**config.mk**
```make
export PLATFORM = sky130hd
export DESIGN_NAME = survivor_mem
export DESIGN_NICKNAME = d
export VERILOG_FILES = /design/src/rtl/survivor_mem.sv
export SDC_FILE = /design/constraint.sdc
export NUM_CORES = 1
export LEC_CHECK = 0
export ABC_AREA = 1
export CORE_ASPECT_RATIO = 2
export CORE_MARGIN = 2
export CORE_UTILIZATION = 55
export DETAILED_ROUTE_END_ITERATION = 8
export HOLD_SLACK_MARGIN = 0.08
export PLACE_DENSITY = 0.75
export REMOVE_ABC_BUFFERS = 1
export SLEW_MARGIN = 20
export SYNTH_ARGS = -nofsm -noshare
export SYNTH_HDL_FRONTEND = slang
export SYNTH_SLANG_ARGS = --single-unit
```
**constraint.sdc**
```tcl
create_clock -name clk -period 2.4 [get_ports clk]
set_clock_uncertainty 0.05 [all_clocks]
set_input_delay 0.36 -clock clk [delete_from_list [all_inputs] [get_ports clk]]
set_output_delay 0.36 -clock clk [all_outputs]
set_load 0.03 [all_outputs]
```
**src/rtl/survivor_mem.sv**
```systemverilog
// rtl/survivor_mem.sv - ping-pong survivor-path memory feeding the Viterbi traceback unit
// One bank fills with ACS decisions while the other is replayed in reverse order.
module survivor_mem #(
    parameter int DEPTH = 16,
    parameter int AW    = 4
) (
    input  logic       clk,
    input  logic       rst,
    input  logic       enable,
    input  logic       dec_valid,
    input  logic [7:0] dec_in,
    output logic [7:0] d_out_0,
    output logic [7:0] d_out_1,
    output logic       selection,
    output logic       out_valid
);
    localparam logic [AW-1:0] LAST_ADDR = AW'(DEPTH - 1);

    logic [7:0] mem0 [DEPTH];
    logic [7:0] mem1 [DEPTH];

    logic [AW-1:0] wr_addr_q, wr_addr_d;
    logic          wr_bank_q, wr_bank_d;
    logic          primed_q, primed_d;
    logic [7:0]    d_out_0_q, d_out_0_d;
    logic [7:0]    d_out_1_q, d_out_1_d;
    logic          selection_q, selection_d;
    logic          out_valid_q, out_valid_d;

    logic          step;
    logic [AW-1:0] rd_addr;

    assign step    = enable & dec_valid;
    // Reads descend while writes ascend; even DEPTH keeps the two addresses apart.
    assign rd_addr = LAST_ADDR - wr_addr_q;

    always_comb begin
        wr_addr_d   = wr_addr_q;
        wr_bank_d   = wr_bank_q;
        primed_d    = primed_q;
        d_out_0_d   = d_out_0_q;
        d_out_1_d   = d_out_1_q;
        selection_d = selection_q;
        out_valid_d = 1'b0;
        if (!enable) begin
            wr_addr_d   = '0;
            wr_bank_d   = 1'b0;
            primed_d    = 1'b0;
            d_out_0_d   = 8'h00;
            d_out_1_d   = 8'h00;
            selection_d = 1'b0;
        end else if (dec_valid) begin
            d_out_0_d   = mem0[rd_addr];
            d_out_1_d   = mem1[rd_addr];
            selection_d = ~wr_bank_q;
            out_valid_d = primed_q;
            if (wr_addr_q == LAST_ADDR) begin
                wr_addr_d = '0;
                wr_bank_d = ~wr_bank_q;
                primed_d  = 1'b1;
            end else begin
                wr_addr_d = wr_addr_q + AW'(1);
            end
        end
    end

    always_ff @(posedge clk or negedge rst) begin
        if (!rst) begin
            wr_addr_q   <= '0;
            wr_bank_q   <= 1'b0;
            primed_q    <= 1'b0;
            d_out_0_q   <= 8'h00;
            d_out_1_q   <= 8'h00;
            selection_q <= 1'b0;
            out_valid_q <= 1'b0;
        end else begin
            wr_addr_q   <= wr_addr_d;
            wr_bank_q   <= wr_bank_d;
            primed_q    <= primed_d;
            d_out_0_q   <= d_out_0_d;
            d_out_1_q   <= d_out_1_d;
            selection_q <= selection_d;
            out_valid_q <= out_valid_d;
        end
    end

    // Decision storage is deliberately unreset; a full fill re-primes after any clear.
    always_ff @(posedge clk) begin
        if (step) begin
            if (wr_bank_q) mem1[wr_addr_q] <= dec_in;
            else           mem0[wr_addr_q] <= dec_in;
        end
    end

    assign d_out_0   = d_out_0_q;
    assign d_out_1   = d_out_1_q;
    assign selection = selection_q;
    assign out_valid = out_valid_q;
endmodule

```
==> results.yml, run 1 <==
placement:
  place_congestion: 0.935
  portBuffers: 29
  dp_hpwl_microns: 19100
timing:
  tightest_slew_ps: 680
  final.min_clock_period_ps: 2100
  setup-violations-final: 0
  rsz0062_at_grt: "no"
  hold_viol_final: 0
  relSlewSlack_pct: 54.7
  post-route-period-util_pct: 87.5
  slew_viol_final: 0
  fmax_ghz: 0.476
  fin_hold_ws_ps: 163
drt:
  vias_per_cell: 5.27
  wl_microns: 29600
  drtPass1Iterations: 5
  drtIter0Drc: 549
  ant_nets: 0
  wl_per_cell_microns: 18.4
  vias: 8453
  drc: 0
clocking:
  clk_pin_slew_worst_paths_ps: 70
  post_cts_buffers: 0
  htree_levels: 1
  cts_resized: 0
  clock-sinks: 280
  cts_made_buffers: 22
  clk_latency_ps: 520
  holdBufCountCts: 0
  cts_tree: "built"
  cts-root-buf: "clkbuf_16"
  clockBufferDepth: 3
run_status:
  outcome: "complete, no violations"
layout:
  final_common_cell: "nand2_1"
  nets: 1333
  nFillCells: 1677
  antennaDiodeCount: 0
  syn_to_final_growth_pct: 13.1
  final_cell_mix: "489 x nand2_1, 256 x edfxtp_1, 231 x inv_1, 115 x nand3_1, 69 x buf_4"
  drive_above_1_share_pct: 8.58
  layout.area.seq_sq_mm: 0.00829
  multi_input_area_sq_mm: 0.00279
logic_synthesis:
  postSynthCellCount: 1245
  synth-seq-area-share_pct: 67.7
  synth-xor-area-share_pct: 0
  synth.ff_latch_count: 280
  synth_top_family_by_area: "simple AND/OR/NAND/NOR gates"
  synth_warnings: 0
  syn_area_sq_mm: 0.0122
  synthAdderAreaFrac_pct: 0.409
  synth_cell_types: 22
  synth_simple_gate_area_share_pct: 21.5
  avgSynthCellArea_sq_um: 9.84
  synthMuxAreaShare_pct: 0
  synth_compound_area_share_pct: 0.909
job:
  maxCapViolCount: 0
critical_path:
  worstPathRequired_ps: 2590
  arrival_ps: 2290
  crit_type: "register to register"
  cp-end-kind: "register"
  crit_start: "wr_addr_q[0]$_DFFE_PN0P_"
  startpoint_type: "register"
  path_max_fanout: 41
  r2r-start: "wr_addr_q[0]$_DFFE_PN0P_"
global_routing:
  overflow: 0
  grt_max_degree: 66
  antenna_found_initial: 0
  grt_usage_pct: 26.2
  grt_pass1_wl_microns: 44400
  grt_pass1_vias: 8155
die:
  dieArea_sq_mm: 0.0236
  die_h_microns: 215
  start_util_pct: 55.8
  placementRows: 77
  core_sq_mm: 0.0220
  die_w_microns: 110
  io_pins: 30
power:
  peakVddDrop_mv: 0.475
  total_power_mw: 9.65
  p_leak_nw: 6.28
  powerDensity_mw_per_mm2: 697
worst_hold_path:
  hp-class: "input pin to async pin"
[cells in the mapped netlist]
library cell  count  share of area [%]
a21oi_1           2              0.082
buf_1             1              0.031
buf_2            36                1.5
buf_4             5               0.31
buf_6             1              0.092
clkbuf_1          9               0.28
clkinv_1          3              0.092
dfrtp_1          24                4.9
edfxtp_1        256                 63
ha_1              4               0.41
inv_1           232                7.1
inv_2             6               0.18
nand2_1         489                 15
nand2_2           1              0.051
nand3_1         115                4.7
nor2_1            6               0.18
nor2_2            1              0.051
nor2_4            2               0.18
nor3_1           32                1.3
o21ai_0           3               0.12
o21ai_1          16               0.65
o22ai_1           1              0.051
[critical path: stages, from the launching register on]
cell and delay (ps):
dfrtp_4 440, buf_4 370, ha_1 220, clkinv_1 70
buf_4 160, nor3_1 290, buf_4 200
[area by class of cell]
cell class,instances,share of cell area [%]
Timing Repair Buffer,100,6.12
Tap cell,276,2.49
Multi-Input combinational cell,672,20.1
Sequential cell,280,59.9
Clock buffer,30,4.57
Inverter,241,6.54
Clock inverter,6,0.262
[logic make-up after synthesis]
| kind of cell | count (synthesis) |
|---|---|
| AO/OA/AOI/OAI | 22 |
| adder cells (fa/ha/maj) | 4 |
| buffers and inverters | 293 |
| flip-flops | 280 |
| AND/OR/NAND/NOR | 646 |
[routing by layer]
metal / vias to the layer above / wire length [microns] / GRT usage [%]
met2: 350 / 16400 / 48.4
met4: 0 / 1970 / 16.7
li1: 4037 / - / -
met1: 3947 / 9500 / 27.5
met5: - / 0 / 0
met3: 119 / 1730 / 2.09
[power by group]
group	internal [mW]	total [mW]	switching, mW
registers	5.36	5.38	0.0207
clock network	1.85	3.41	1.56
logic	0.254	0.861	0.607
total	7.46	9.65	2.19
[worst paths after layout]
check / cells past startpoint / slack [ps] / end
setup / recovery: 6 / 300 / mem1[1][5]$_DFFE_PP_
hold / removal: 2 / 160 / d_out_0[7]$_DFFE_PN0P_
setup reg to reg: 6 / 300 / mem1[1][5]$_DFFE_PP_
hold reg to reg: 2 / 430 / d_out_0[0]$_DFFE_PN0P_
max in group asynchronous: 2 / 1840 / wr_addr_q[0]$_DFFE_PN0P_
min in group clk: 2 / 430 / d_out_0[0]$_DFFE_PN0P_
[flip-flops by register name (all words and copies together), names as in the netlist]
name and flops:
wr_addr_q 4, selection 1, mem1 128, wr_bank_q 1, d_out_0 8, primed_q 1
out_valid 1, d_out_1 8, mem0 128
[metrics by stage]
| step | instance area, sq um | setup TNS (ps) | cells | worst slack, ps | util (%) |
|---|---|---|---|---|---|
| 3_5_place_dp | 13200 | 0 | 1569 | 293 | 60.0 |
| 3_3_place_gp | 13200 | 0 | 1569 | 305 | 60.0 |
| 2_1_floorplan | 12000 | -544590 | 1193 | -2470 | - |
| 4_1_cts | 13900 | 0 | 1605 | 296 | 63.1 |
| 5_1_grt | 13900 | 0 | 1605 | 164 | 63.1 |
| 6_report | 13900 | 0 | 1605 | 301 | 63.1 |
Power figures use the tool's default switching activity.
==> run 2: changes to the inputs <==
Settings changed: CORE_MARGIN 2 to unset.
==> results.yml, run 2 (synthesis gave the netlist of run 1 again) <==
layout:
  final_common_cell: "nand2_1"
  antennaDiodeCount: 0
  drive_above_1_share_pct: 8.81
  syn_to_final_growth_pct: 13.7
  final_cell_mix: "489 x nand2_1, 256 x edfxtp_1, 231 x inv_1, 115 x nand3_1, 64 x buf_4"
  postLayoutCellArea_sq_mm: 0.0139
  top_regs: "mem0: 128 flops, mem1: 128 flops"
  nets: 1328
critical_path:
  slowest_delay_ps: 700
  crit_type: "register to output pin"
  worstPathRequired_ps: 1990
  cp_cell_sequence: "clkdlybuf4s50_1"
  path_buf_inv: 1
  path_max_fanout: 2
  slowest_stage: "clkdlybuf4s50_1"
  cp-end-kind: "output pin"
  path_delay_family: "buffers and inverters"
  arrival_ps: 1660
  startpoint_type: "register"
drt:
  wl_per_cell_microns: 18.2
  wl_microns: 29200
  wl_met1_microns: 10000
  drtPass1Iterations: 5
  top_layer: "met4"
  vias_per_cell: 5.24
  drtIter0Drc: 663
  drc: 0
  wl_met2_microns: 16000
  vias: 8393
  met3_length_microns: 1570
  ant_nets: 0
global_routing:
  grt_usage_pct: 26.6
  overflow: 0
  grt_pass1_wl_microns: 44200
  antenna_found_initial: 0
  grt_pass1_vias: 8241
  grt_max_degree: 91
die:
  die_w_microns: 108
  core_sq_mm: 0.0217
  placementRows: 76
  start_util_pct: 56.5
  die_h_microns: 213
  dieArea_sq_mm: 0.0229
  io_pins: 30
placement:
  dp_hpwl_microns: 18700
  portBuffers: 29
  dpl_cell_area_sq_mm: 0.0131
  place_congestion: 0.923
power:
  p_leak_nw: 6.30
  total_power_mw: 10.2
  powerDensity_mw_per_mm2: 734
  peakVddDrop_mv: 0.702
timing:
  setup-violations-final: 0
  slew_viol_final: 0
  rsz0062_at_grt: "no"
  relSlewSlack_pct: 50.6
  hold_viol_final: 0
  fin_hold_ws_ps: 180
  tightest_slew_ps: 741
  post-route-period-util_pct: 86.1
  final.min_clock_period_ps: 2070
  fmax_ghz: 0.484
clocking:
  cts-root-buf: "clkbuf_16"
  clk_pin_slew_worst_paths_ps: 80
  clk_latency_ps: 530
  cts_resized: 0
  post_cts_buffers: 0
  cts_made_buffers: 23
  htree_levels: 1
  cts_tree: "built"
  clock-sinks: 280
  clockBufferDepth: 3
  holdBufCountCts: 0
worst_hold_path:
  hp-class: "input pin to async pin"
run_status:
  outcome: "complete, no violations"
job:
  maxCapViolCount: 0
run 2: layer usage:
| metal | up-vias | global-route usage, % |
|---|---|---|
| met5 | - | 0 |
| met4 | 0 | 15.0 |
| met3 | 86 | 2.56 |
| met2 | 318 | 49.4 |
| met1 | 3956 | 29.3 |
| li1 | 4033 | - |
run 2: area by class of cell:
type	count	area, sq um
Sequential cell	280	8290
Timing Repair Buffer	94	791
Multi-Input combinational cell	672	2790
Clock buffer	26	617
Fill cell	1720	7750
Clock inverter	15	191
Tap cell	273	342
Inverter	241	907
run 2: power breakdown:
group          internal, mW  total [mW]  switching [mW]  leakage [nW]
clock network          2.29        3.99            1.70         0.390
logic                 0.243       0.843           0.600          3.29
registers              5.36        5.39          0.0293          2.62
run 2: worst paths after layout:
kind / from / to / slack (ps) / cells past startpoint
setup / recovery: d_out_1[3]$_DFFE_PN0P_ / d_out_1[3] / 330 / 1
hold / removal: rst / d_out_0[1]$_DFFE_PN0P_ / 180 / 1
setup reg to reg: wr_addr_q[1]$_DFFE_PN0P_ / mem0[7][0]$_DFFE_PP_ / 380 / 4
hold reg to reg: d_out_0[4]$_DFFE_PN0P_ / d_out_0[4]$_DFFE_PN0P_ / 430 / 2
max in group asynchronous: rst / d_out_1[2]$_DFFE_PN0P_ / 1490 / 2
min in group clk: enable / primed_q$_DFFE_PN0P_ / 410 / 3
run 2: per-stage QoR:
stage / util, % / std cells / setup TNS, ps / worst slack [ps]
2_1_floorplan: - / 1193 / -544590 / -2470
3_3_place_gp: 60.5 / 1560 / 0 / 365
3_5_place_dp: 60.5 / 1560 / 0 / 307
4_1_cts: 64.3 / 1601 / 0 / 303
5_1_grt: 64.3 / 1601 / 0 / 256
6_report: 64.3 / 1601 / 0 / 334
==> run 3: changes to the inputs <==
Settings changed: ABC_CLOCK_PERIOD_IN_PS set to 2400, CORE_MARGIN set to 2.
==> results of run 3 <==
No change in the layout: final DEF, timing and power equal those of run 1.
